<file path="src/rtl/char_grid_feature_scan.sv">
// Splits a character bounding box into a GRID_ROWS x GRID_COLS grid, counts foreground pixels per cell
// and snapshots counts/feature bits at each i_vs falling edge. Optional macro: STABLE_FILTER_EN.
module char_grid_feature_scan #(
  parameter int COORD_W       = 12,
  parameter int GRID_ROWS     = 3,
  parameter int GRID_COLS     = 3,
  parameter int CNT_W         = 12,
  parameter int STABLE_FRAMES = 2
) (
  input  logic                                 clk,
  input  logic                                 rst_n,
  input  logic                                 i_hs,
  input  logic                                 i_vs,
  input  logic                                 i_de,
  input  logic [COORD_W-1:0]                   i_x,
  input  logic [COORD_W-1:0]                   i_y,
  input  logic [23:0]                          i_data,
  input  logic                                 i_th,
  input  logic [COORD_W-1:0]                   char_left,
  input  logic [COORD_W-1:0]                   char_right,
  input  logic [COORD_W-1:0]                   char_up,
  input  logic [COORD_W-1:0]                   char_down,
  input  logic [COORD_W-1:0]                   cell_w,
  input  logic [COORD_W-1:0]                   cell_h,
  input  logic [CNT_W-1:0]                     hit_th,
  output logic [GRID_ROWS*GRID_COLS-1:0]       feature_code,
  output logic [GRID_ROWS*GRID_COLS*CNT_W-1:0] cell_count,
  output logic                                 code_valid,
  output logic                                 bbox_err,
  output logic [23:0]                          o_data,
  output logic [COORD_W-1:0]                   o_x,
  output logic [COORD_W-1:0]                   o_y,
  output logic                                 o_hs,
  output logic                                 o_vs,
  output logic                                 o_de
);

  localparam int NCELL = GRID_ROWS * GRID_COLS;
  // Extra headroom so char_left + GRID_COLS*cell_w never wraps.
  localparam int EW    = COORD_W + 4;

  logic [NCELL-1:0][CNT_W-1:0] cnt_q, cnt_d, cell_count_q;
  logic [NCELL-1:0]            code_s, feature_code_q;
  logic [GRID_COLS-1:0]        col_hit_s;
  logic [GRID_ROWS-1:0]        row_hit_s;
  logic                        box_invalid_s, count_en_s, snap_s, upd_s;
  logic                        low_seen_q, err_frame_q, code_valid_q, bbox_err_q;
  logic [23:0]                 o_data_q;
  logic [COORD_W-1:0]          o_x_q, o_y_q;
  logic                        o_hs_q, o_vs_q, o_de_q;

  assign box_invalid_s = (char_right < char_left) || (char_down < char_up) ||
                         (cell_w == {COORD_W{1'b0}}) || (cell_h == {COORD_W{1'b0}});
  assign count_en_s    = i_vs && i_de && i_th && !box_invalid_s;
  // A snapshot needs a low i_vs seen since reset, so a frame cut by reset is never reported.
  assign snap_s        = o_vs_q && !i_vs && low_seen_q;

  for (genvar gc = 0; gc < GRID_COLS; gc++) begin : g_col
    logic [EW-1:0] lo_s, hi_s;
    assign lo_s = EW'(char_left) + EW'(gc) * EW'(cell_w);
    if (gc == GRID_COLS - 1) begin : g_last
      assign hi_s = EW'(char_right);
    end else begin : g_mid
      assign hi_s = lo_s + EW'(cell_w) - EW'(1'b1);
    end
    assign col_hit_s[gc] = (EW'(i_x) >= lo_s) && (EW'(i_x) <= hi_s) && (i_x <= char_right);
  end

  for (genvar gr = 0; gr < GRID_ROWS; gr++) begin : g_row
    logic [EW-1:0] lo_s, hi_s;
    assign lo_s = EW'(char_up) + EW'(gr) * EW'(cell_h);
    if (gr == GRID_ROWS - 1) begin : g_last
      assign hi_s = EW'(char_down);
    end else begin : g_mid
      assign hi_s = lo_s + EW'(cell_h) - EW'(1'b1);
    end
    assign row_hit_s[gr] = (EW'(i_y) >= lo_s) && (EW'(i_y) <= hi_s) && (i_y <= char_down);
  end

  // Per-cell saturating counters, cleared whenever i_vs is low.
  always_comb begin
    cnt_d = cnt_q;
    for (int r = 0; r < GRID_ROWS; r++) begin
      for (int c = 0; c < GRID_COLS; c++) begin
        if (!i_vs) begin
          cnt_d[r*GRID_COLS+c] = {CNT_W{1'b0}};
        end else if (count_en_s && row_hit_s[r] && col_hit_s[c] &&
                     (cnt_q[r*GRID_COLS+c] != {CNT_W{1'b1}})) begin
          cnt_d[r*GRID_COLS+c] = cnt_q[r*GRID_COLS+c] + CNT_W'(1'b1);
        end else begin
          cnt_d[r*GRID_COLS+c] = cnt_q[r*GRID_COLS+c];
        end
      end
    end
  end

  // Feature bits from the live (pre-clear) counts.
  always_comb begin
    code_s = {NCELL{1'b0}};
    for (int k = 0; k < NCELL; k++) begin
      code_s[k] = (cnt_q[k] >= hit_th);
    end
  end

`ifdef STABLE_FILTER_EN
  localparam int SW = $clog2(STABLE_FRAMES + 1) + 1;
  logic [SW-1:0]    stab_q, stab_d;
  logic [NCELL-1:0] prev_code_q;

  // Run length of identical snapshot codes, saturating at STABLE_FRAMES.
  always_comb begin
    stab_d = stab_q;
    if (code_s == prev_code_q) begin
      if (stab_q < SW'(STABLE_FRAMES)) begin
        stab_d = stab_q + SW'(1'b1);
      end else begin
        stab_d = stab_q;
      end
    end else begin
      stab_d = SW'(1'b1);
    end
    upd_s = (stab_d >= SW'(STABLE_FRAMES));
  end

  // Stability history register, advanced once per snapshot.
  always_ff @(posedge clk or negedge rst_n) begin
    if (!rst_n) begin
      stab_q      <= {SW{1'b0}};
      prev_code_q <= {NCELL{1'b0}};
    end else if (snap_s) begin
      stab_q      <= stab_d;
      prev_code_q <= code_s;
    end else begin
      stab_q      <= stab_q;
      prev_code_q <= prev_code_q;
    end
  end
`else
  assign upd_s = 1'b1;
`endif

  // Counters, frame tracking, snapshots and the one-stage video pass-through.
  always_ff @(posedge clk or negedge rst_n) begin
    if (!rst_n) begin
      cnt_q          <= {(NCELL*CNT_W){1'b0}};
      cell_count_q   <= {(NCELL*CNT_W){1'b0}};
      feature_code_q <= {NCELL{1'b0}};
      low_seen_q     <= 1'b0;
      err_frame_q    <= 1'b0;
      code_valid_q   <= 1'b0;
      bbox_err_q     <= 1'b0;
      o_data_q       <= 24'h000000;
      o_x_q          <= {COORD_W{1'b0}};
      o_y_q          <= {COORD_W{1'b0}};
      o_hs_q         <= 1'b0;
      o_vs_q         <= 1'b0;
      o_de_q         <= 1'b0;
    end else begin
      cnt_q        <= cnt_d;
      low_seen_q   <= low_seen_q || !i_vs;
      err_frame_q  <= i_vs ? (err_frame_q || box_invalid_s) : 1'b0;
      code_valid_q <= snap_s;
      if (snap_s) begin
        cell_count_q   <= cnt_q;
        bbox_err_q     <= err_frame_q || box_invalid_s;
        feature_code_q <= upd_s ? code_s : feature_code_q;
      end else begin
        cell_count_q   <= cell_count_q;
        bbox_err_q     <= bbox_err_q;
        feature_code_q <= feature_code_q;
      end
      o_data_q <= i_data;
      o_x_q    <= i_x;
      o_y_q    <= i_y;
      o_hs_q   <= i_hs;
      o_vs_q   <= i_vs;
      o_de_q   <= i_de;
    end
  end

  assign feature_code = feature_code_q;
  assign cell_count   = cell_count_q;
  assign code_valid   = code_valid_q;
  assign bbox_err     = bbox_err_q;
  assign o_data       = o_data_q;
  assign o_x          = o_x_q;
  assign o_y          = o_y_q;
  assign o_hs         = o_hs_q;
  assign o_vs         = o_vs_q;
  assign o_de         = o_de_q;

endmodule
</file>
<file path="config.mk">
export PLATFORM = sky130hd
export DESIGN_NAME = char_grid_feature_scan
export DESIGN_NICKNAME = d
export VERILOG_FILES = /design/src/rtl/char_grid_feature_scan.sv
export SDC_FILE = /design/constraint.sdc
export NUM_CORES = 1
export LEC_CHECK = 0
export BUFFER_PORTS_ARGS = -buffer_cell sky130_fd_sc_hd__clkbuf_2
export CORE_ASPECT_RATIO = 1.2
export CORE_MARGIN = 2
export CORE_UTILIZATION = 61
export CTS_BUF_LIST = sky130_fd_sc_hd__clkbuf_8
export CTS_CLUSTER_DIAMETER = 150
export DETAILED_ROUTE_END_ITERATION = 8
export GPL_ROUTABILITY_DRIVEN = 0
export PLACE_DENSITY_LB_ADDON = 0.12
export SLEW_MARGIN = 20
export SYNTH_ARGS = -nofsm -noshare
export SYNTH_HDL_FRONTEND = slang
export SYNTH_SLANG_ARGS = --single-unit
</file>
<file path="constraint.sdc">
create_clock -name clk -period 4 [get_ports clk]
set_clock_uncertainty 0.1 [all_clocks]
set_input_delay 0.4 -clock clk [delete_from_list [all_inputs] [get_ports clk]]
set_output_delay 0.4 -clock clk [all_outputs]
set_load 0.03 [all_outputs]
</file>
After elaboration in Yosys (flattened, before gate mapping)
Cells that the tools add are included.
{"block": "op_classes", "n_reduce_logical": 47, "muxes": 19, "n_lt_le_gt_ge": 25, "n_addsub": 19, "eq_ne": 18}
{"operator": "$mux W12", "n": 18}
{"operator": "$ge A12 B12 Y1", "n": 11}
{"operator": "$add A12 B1 Y12 const B", "n": 9}
{"operator": "$ne A12 B12 Y1 const B", "n": 9}
{"operator": "$le A12 B16 Y1", "n": 4}
{"operator": "$le A12 B12 Y1", "n": 4}
{"operator": "$logic_and A1 B1 Y1", "n": 38}
{"operator": "$sub A16 B1 Y16 const B", "n": 2}
{"operator": "$sub A14 B1 Y15 const B", "n": 2}
{"operator": "$add A12 B13 Y14", "n": 2}
{"operator": "$add A13 B12 Y14", "n": 2}
{"operator": "$ge A12 B14 Y1", "n": 2}
{"operator": "$add A12 B12 Y13", "n": 2}
{"operator": "$ge A12 B13 Y1", "n": 2}
{"operator": "$logic_not A12 Y1", "n": 2}
{"operator": "$lt A12 B12 Y1", "n": 2}
{"operator": "$ne A2 B1 Y1 const B", "n": 9}
{"operator": "$logic_or A1 B1 Y1", "n": 5}
{"operator": "$logic_not A1 Y1", "n": 2}
{"operator": "$mux W1", "n": 1}
{"block": "totals", "in_bits": 138, "out_inout_bits": 170, "wordCells": 157, "register_bits": 280}

Longest topological paths before layout
Gate-level depths: netlist of run 1.
{"block": "logic_depth", "depth_word": 11, "ltp_mapped": 29, "depth_no_buf": 27}

Least setup slack after synthesis of run 1
Ideal clock, no wire load.
{"block": "synth_timing", "kind": "input to register", "from": "input port char_up[1]", "to": "register cnt_q[51] in the netlist's numbering", "setup_ps": 123, "cell_stages": 26, "arrival_ps": 5830, "path_slack_ps": -2053, "path_buffers": 1, "cell_sequence": "ha_1 > a211oi_1 > o21bai_1 > a21oi_1 > xor2_1 > ha_1 > inv_1 > ha_1 > a21oi_1 > o22ai_1 > o41ai_1 > nor2_1 > o21a_1 > nor2_1 > xor2_1 > ha_1 > nand4_1 > or4_1 > o21ai_0 > nor4_1 > a211o_1 > or3_1 > o21ba_2 > clkbuf_1 > nand4_1 > mux2i_1"}
{"block": "synth_via", "elab_chain_cells": 10}
{"element": "start, declared", "line": "21", "source": "input logic [COORD_W-1:0] char_up,"}
{"element": "$add A12 B12 Y13 / $lt A12 B12 Y1 (equally long branches)", "line": "71, 52"}
{"element": "$add A13 B12 Y14 / $logic_or A1 B1 Y1 (equally long branches)", "line": "75, 52"}
{"element": "$sub A14 B1 Y15 / $logic_or A1 B1 Y1 (equally long branches)", "line": "75, 52"}
{"element": "$le A12 B16 Y1 / $logic_or A1 B1 Y1 (equally long branches)", "line": "77, 53"}
{"element": "$logic_and A1 B1 Y1 / $logic_not A1 Y1 (equally long branches)", "line": "77, 54"}
{"element": "$logic_and A1 B1 Y1 (on tied branches)", "line": "77, 54"}
{"element": "$logic_and A1 B1 Y1 (*) (3 in a row)", "line": "87", "source": "end else if (count_en_s && row_hit_s[r] && col_hit_s[c] &&"}
{"element": "$ne A2 B1 Y1 (no source line) (*)"}
{"element": "end signal, assigned", "line": "145", "source": "cnt_q <= {(NCELL*CNT_W){1'b0}};"}
{"element": "end signal, assigned", "line": "159", "source": "cnt_q <= cnt_d;"}
{"element": "end, declared", "line": "42", "source": "logic [NCELL-1:0][CNT_W-1:0] cnt_q, cnt_d, cell_count_q;"}
Every way passes the cells marked *; elsewhere a longest branch is shown, timed or not.
A chain may end at the register's enable or synchronous reset.

Worst setup path after layout of run 1
{"block": "layout_timing", "from": "input port char_up[0]", "to": "register cnt_q[67] in the netlist's numbering"}
The elaborated chain is that of the path after synthesis.

==> results.tsv, run 1 <==
stage	metric	value	unit
logic_synthesis	Mapped Area	21440	sq um
final_layout	layout cells sized above 1	30.08	%
power	Clock power frac	27.5	%
timing	Tmin final	5.312	ns
logic_synthesis	Synth cell types	82	
floorplanning	width of the chip	175.2	um
floorplanning	core area	34810	sq um
floorplanning	die area	36670	sq um
global_route	largest net degree at the start of global routing	150	
clocking	clk_lat worst skew	0.58	ns
power	switching share of power	34.87	%
logic_synthesis	leading area contributor after synthesis	dfrtp_1	
timing	max_slew headroom	37.56	%
drt	WL met1	25.88	mm
floorplanning	# IOs	308	
clocking	CTS sink count	280	
logic_synthesis	cells after synthesis	2439	
placed_design	Placed Cells	3465	
timing	RSZ-0062 raised after global routing	true	
placed_design	input/output buffers	307	
clocking	root buf cell	clkbuf_8	
worst_setup_path	Worst Setup End Kind	flop	
global_route	global-route wire length before repair	107.7	mm
logic_synthesis	most common cell in the netlist	nand2_1	
logic_synthesis	Post-synth ARST share	100.0	%
logic_synthesis	Seq/Total Area, Yosys	32.68	%
drt	Post-route DRC	0	
floorplanning	row count	75	
worst_setup_path	critical path class	in -> reg	
logic_synthesis	Synth Area per Inst	8.792	sq um
drt	Avg Vias per Cell	6.010	
power	Peak VDD IR	0.2720	mV
logic_synthesis	register bit total from synthesis	280	
drt	Top Layer Used	met4	
floorplanning	Chip Height	209.4	um
drt	DR iter-0 viols	1745	
logic_synthesis	post-synth top area share	32.68	%
timing	final setup vio count	89	
clocking	Worst-path clk slew	0.07	ns
drt	post-route ant nets	0	
logic_synthesis	dominant synthesized flop cell	dfrtp_1	
logic_synthesis	YS warnings	0	
worst_setup_path	critical path arrival	5.72	ns
timing	final slew viol count	0	
global_route	total gr overflow	0	
drt	WL/cell	19.07	um
power	switching power	3.287	mW
drt	DR vias	21822	
power	register share of total power	30.6	%
timing	Final TNS setup	-69.07	ns
timing	crit share post-route	132.8	%
placed_design	Detail Placement HPWL	49.85	mm
clocking	Max Root-Sink Buffers	3	
logic_synthesis	top post-synthesis cells by area	dfrtp_1 (33%), ha_1 (21%), nand2_1 (7.4%)	
clocking	H-tree depth	2	
logic_synthesis	top post-synthesis cells by count	nand2_1 (422), ha_1 (367), dfrtp_1 (280), inv_1 (170), a21oi_1 (148)	
run_status	status	finished, violations left	
timing	Max Fclk	0.1882	GHz
logic_synthesis	Syn Nets	2950	
worst_setup_path	Crit Path Max Fanout	7	
timing	Hold Vio Cnt, Final	0	
global_route	initial antenna violation count	2	
clocking	CTS tree	yes	
run_status	failing checks	setup timing	
job	Max-Cap Viols	0	
worst_hold_path	worst hold path class	in -> reg	
global_route	Total GRT Usage	36.44	%
power	Leak	15.16	nW
power	Pint	6.139	mW
drt	metal3 WL	5.189	mm
power	Combinational Power Share	41.9	%
final_layout	P&R area growth vs syn	33.56	%
timing	Least-Margin Pin Slew	0.9366	ns
final_layout	Post-Layout Cell Count	3631	
timing	Hold Slack	0.03080	ns
worst_setup_path	flop-to-flop setup slack	0.93	ns
logic_synthesis	Post-synth EDFFs	0	
timing	setup ws final	-1.312	ns
power	Pwr Density	329.2	nW/um^2
floorplanning	Initial Util	61.59	%
drt	drt total wl	69.23	mm
drt	met2 routed WL	33.32	mm
worst_setup_path	startpoint types	input pin	
clocking	cts bufs inserted	45	
final_layout	Nets	3645	
worst_setup_path	Req. time, crit path	4.41	ns
drt	drt pass-1 iters	6	
global_route	vias in the first global route	21723	
## power by group through the flow
stage / sequential (mW) / clock [mW] / combinational [mW]
3_5_place_dp: 2.93 / 0 / 3.44
6_report: 2.88 / 2.59 / 3.95
3_3_place_gp: 2.93 / 0 / 3.28
4_1_cts: 2.88 / 2.61 / 3.71
2_1_floorplan: 3.00 / 0 / 1.97
5_1_grt: 2.88 / 2.73 / 4.31
## final timing paths
check | end | start | cells past startpoint
worst min register to register | cell_count[6]$_DFFE_PN0P_ | cell_count[6]$_DFFE_PN0P_ | 2
worst max register to register | feature_code[7]$_DFFE_PN0P_ | cnt_q[84]$_DFFE_PN0P_ | 13
max in group asynchronous | o_x[7]$_DFF_PN0_ | rst_n | 3
worst max-delay path | cnt_q[67]$_DFFE_PN0P_ | char_up[0] | 28
min in group asynchronous | cnt_q[25]$_DFFE_PN0P_ | rst_n | 2
worst min-delay path | o_x[6]$_DFF_PN0_ | i_x[6] | 1
## logic make-up after synthesis
logic type / after synthesis / share of synthesized area, %
mux: 20 / 0.9452
compound gates: 521 / 15.66
xor+xnor: 113 / 4.651
buf+inv: 226 / 4.067
simple gates: 906 / 20.03
fa+ha+maj: 373 / 21.97
flops: 280 / 32.68
## critical path: stages
cell and delay [ns]:
buf_8 0.08, ha_4 0.14, inv_2 0.04, fa_2 0.39
nor2b_4 0.17, o31a_1 0.23, o32ai_2 0.12, or2_4 0.25
xor2_1 0.14, ha_1 0.32, inv_2 0.08, o22ai_2 0.10
o41ai_2 0.29, nor2_1 0.10, o21a_1 0.19, nor2_2 0.11
xor2_1 0.08, ha_1 0.30, nand4_1 0.11, or4_4 0.44
o21ai_2 0.08, nor4_2 0.07, a211o_2 0.39, nor3_4 0.23
o21ai_2 0.10, buf_6 0.15, or4_1 0.49, a21oi_1 0.15
## metrics by stage
| step | total power, mW | cell area [sq um] | utilization [%] | setup WS [ns] |
|---|---|---|---|---|
| floorplan | 4.975 | 21840 | - | -1.585 |
| global placement | 6.216 | 26110 | 75.00 | -1.771 |
| detailed placement | 6.373 | 26110 | 75.00 | -1.997 |
| CTS | 9.198 | 27950 | 80.28 | -1.159 |
| global route | 9.928 | 28640 | 82.26 | -1.555 |
| finish | 9.427 | 28640 | 82.26 | -1.312 |
## layout by cell type, fill, tap and decap left out, types with 76 or more instances in the layout
| cell type | synthesis | layout |
|---|---|---|
| o21ai_0 | 118 | 90 |
| dfrtp_1 | 280 | 280 |
| a21oi_1 | 148 | 129 |
| ha_1 | 367 | 354 |
| inv_1 | 170 | 173 |
| nand2_1 | 422 | 404 |
| a21o_1 | 77 | 76 |
| nor2_1 | 117 | 109 |
| buf_4 | 0 | 337 |
| clkbuf_2 | 0 | 300 |
## layout make-up
cell class	count	area [sq um]
Antenna cell	1	2.502
Clock buffer	55	757.0
Clock inverter	26	181.4
Fill cell	2217	6176
Inverter	170	638.1
Multi-Input combinational cell	1933	14680
Sequential cell	280	7007
Tap cell	462	578.1
Timing Repair Buffer	704	4800
## flip-flops by register name, summed over array words and instances (netlist names), 9 cells and up
name	count
o_y	12
cnt_q	108
cell_count	108
o_data	24
o_x	12
feature_code	9
## layer usage
metal | track usage, % | up-vias
met5 | 0 | -
met4 | 23.16 | 0
met3 | 5.272 | 318
met2 | 62.41 | 1109
met1 | 42.83 | 10322
li1 | - | 10073
## repair_timing
action / 4_1_cts / 5_1_grt
hold buffers: 34 / 0
cloned: 1 / 1
pin swaps: 39 / 49
buffers inserted: 31 / 28
gates resized for setup: 80 / 117
hold endpoints to repair: 135 / 0
endpoints found under the setup margin: 101 / 104
Power figures use the tool's default switching activity.
==> run 2: changes to the inputs <==
Settings changed: SKIP_CTS_REPAIR_TIMING from default to 1.
==> results.tsv, run 2 (synthesized netlist as in run 1, its figures left out) <==
stage	metric	value	unit	change
job	Max-Cap Viols	0		unchanged
final_layout	layout cells sized above 1	29.96	%	-0.13 points
floorplanning	core area	34810	sq um	unchanged
global_route	global-route wire length before repair	104.3	mm	-3.2%
final_layout	Nets	3635		-0.27%
worst_setup_path	critical path arrival	5.85	ns	+0.13 ns
drt	drt total wl	69.57	mm	+0.48%
timing	Hold Vio Cnt, Final	0		unchanged
floorplanning	# IOs	308		unchanged
final_layout	P&R area growth vs syn	33.23	%	
worst_setup_path	Crit Path Max Fanout	8		+1
floorplanning	width of the chip	175.2	um	unchanged
placed_design	Placed Cells	3465		unchanged
timing	Least-Margin Pin Slew	0.9205	ns	-0.01611 ns
timing	Tmin final	5.439	ns	+0.1262 ns
drt	Avg Vias per Cell	5.987		-0.38%
clocking	cts bufs inserted	45		unchanged
timing	Max Fclk	0.1839	GHz	-2.3%
timing	Hold Slack	0.01325	ns	-0.01755 ns
worst_setup_path	reg2reg end	feature_code[7]$_DFFE_PN0P_		
worst_setup_path	critical path class	in -> reg		
power	Pwr Density	333.5	nW/um^2	+1.3%
global_route	vias in the first global route	21057		-3.1%
run_status	failing checks	setup timing		
drt	Post-route DRC	0		unchanged
final_layout	commonest non-fill, non-tap cell in the layout	nand2_1		
worst_setup_path	Req. time, crit path	4.41	ns	about the same
clocking	Max Root-Sink Buffers	3		unchanged
timing	max_slew headroom	38.64	%	+1.1 points
floorplanning	row count	75		unchanged
global_route	total gr overflow	0		unchanged
worst_setup_path	origin of the worst setup path	char_up[0]		
timing	crit share post-route	136.0	%	+3.2 points
drt	DR vias	21680		-0.65%
power	Leak	15.12	nW	-0.32%
worst_setup_path	reg2reg start	cnt_q[84]$_DFFE_PN0P_		
drt	WL/cell	19.21	um	+0.76%
worst_hold_path	worst hold path class	in -> reg		
clocking	H-tree depth	2		unchanged
global_route	largest net degree at the start of global routing	150		unchanged
timing	Final TNS setup	-76.49	ns	-7.415 ns
drt	post-route ant nets	0		unchanged
global_route	Total GRT Usage	35.21	%	-1.2 points
worst_setup_path	flop-to-flop setup slack	0.94	ns	about the same
final_layout	Final Cell Area	28570	sq um	-0.24%
clocking	Worst-path clk slew	0.07	ns	about the same
drt	DR iter-0 viols	1476		-15%
placed_design	Detail Placement HPWL	49.85	mm	unchanged
clocking	CTS tree	yes		
clocking	root buf cell	clkbuf_8		
floorplanning	Chip Height	209.4	um	unchanged
clocking	clk_lat worst skew	0.58	ns	about the same
worst_setup_path	startpoint types	input pin		
global_route	initial antenna violation count	2		unchanged
clocking	CTS sink count	280		unchanged
placed_design	input/output buffers	307		unchanged
worst_setup_path	worst setup path endpoint	cnt_q[65]$_DFFE_PN0P_		
worst_setup_path	Reg2Reg Depth	13		unchanged
run_status	status	finished, violations left		
worst_setup_path	Worst Setup End Kind	flop		
final_layout	Post-Layout Cell Count	3621		-0.28%
timing	RSZ-0062 raised after global routing	true		
final_layout	commonest non-fill, non-tap cells in the layout	nand2_1 (405), ha_1 (351), buf_4 (329), clkbuf_2 (301), dfrtp_1 (280)		
floorplanning	die area	36670	sq um	unchanged
power	total power	9.527	mW	+1.1%
timing	final setup vio count	90		+1.1%
drt	drt pass-1 iters	6		unchanged
power	Peak VDD IR	0.2734	mV	+0.53%
timing	setup ws final	-1.439	ns	-0.1262 ns
floorplanning	Initial Util	61.59	%	unchanged
timing	final slew viol count	0		unchanged
placed_design	area of placed instances	26110	sq um	unchanged
==> run 2: changes by cell type in the layout (fill, tap and decap cells not counted), sizes merged <==
cell         delta
buf             -9
dlygate4sd3     -1
==> run 2: worst max-delay path, stage by stage <==
cell and delay [ns]:
buf_8 0.08, ha_4 0.14, inv_2 0.04, fa_2 0.39, nor2b_4 0.16, o31a_1 0.24
o32ai_2 0.13, or2_4 0.25, xor2_1 0.15, ha_2 0.33, inv_2 0.10, o22ai_4 0.09
o41ai_4 0.24, nor2_1 0.08, o21a_1 0.21, nor2_2 0.11, xor2_1 0.09, ha_1 0.31
nand4_1 0.14, or4_4 0.52, o21ai_4 0.09, nor4_4 0.06, a211o_4 0.39, nor3_4 0.24
o21ai_2 0.11, buf_6 0.15, or4_4 0.50, a21oi_2 0.12
==> run 2: how the worst min path moves through the flow <==
| stage | start | to | cells past startpoint |
|---|---|---|---|
| after CTS | rst_n | cnt_q[27]$_DFFE_PN0P_ | 1 |
| after global routing | i_y[3] | o_y[3]$_DFF_PN0_ | 1 |
| after global placement | cell_count[30]$_DFFE_PN0P_ | cell_count[30]$_DFFE_PN0P_ | 2 |
| final | i_x[4] | o_x[4]$_DFF_PN0_ | 1 |
| after detailed placement | cell_count[16]$_DFFE_PN0P_ | cell_count[16]$_DFFE_PN0P_ | 2 |
| after floorplan | rst_n | bbox_err$_DFFE_PN0P_ | 0 |
==> run 2: layout make-up <==
type | instances | area (sq um)
clock inverter | 26 | 181.4
antenna | 1 | 2.502
fill | 2229 | 6246
multi-input combinational | 1933 | 14690
tap | 462 | 578.1
inverter | 170 | 638.1
timing repair buffer | 694 | 4713
sequential | 280 | 7007
clock buffer | 55 | 757.0
==> run 2: power by group <==
part	internal, mW	switching [mW]
Sequential	2.87	0.0167
Clock	1.38	1.20
Combinational	1.93	2.13
==> run 2: layer usage <==
layer	routed length (um)	part of all wire, %	global-route usage (%)
met2	33310	48	60.21
met3	4933	7.1	5.199
met1	26110	38	41.50
met4	5211	7.5	22.13
met5	0	0	0
==> run 2: through the flow <==
stage / worst slack (ns) / utilization (%)
floorplan: -1.585 / -
detailed placement: -1.997 / 75.00
global route: -1.642 / 82.06
global placement: -1.771 / 75.00
CTS: -1.428 / 77.70
finish: -1.439 / 82.06
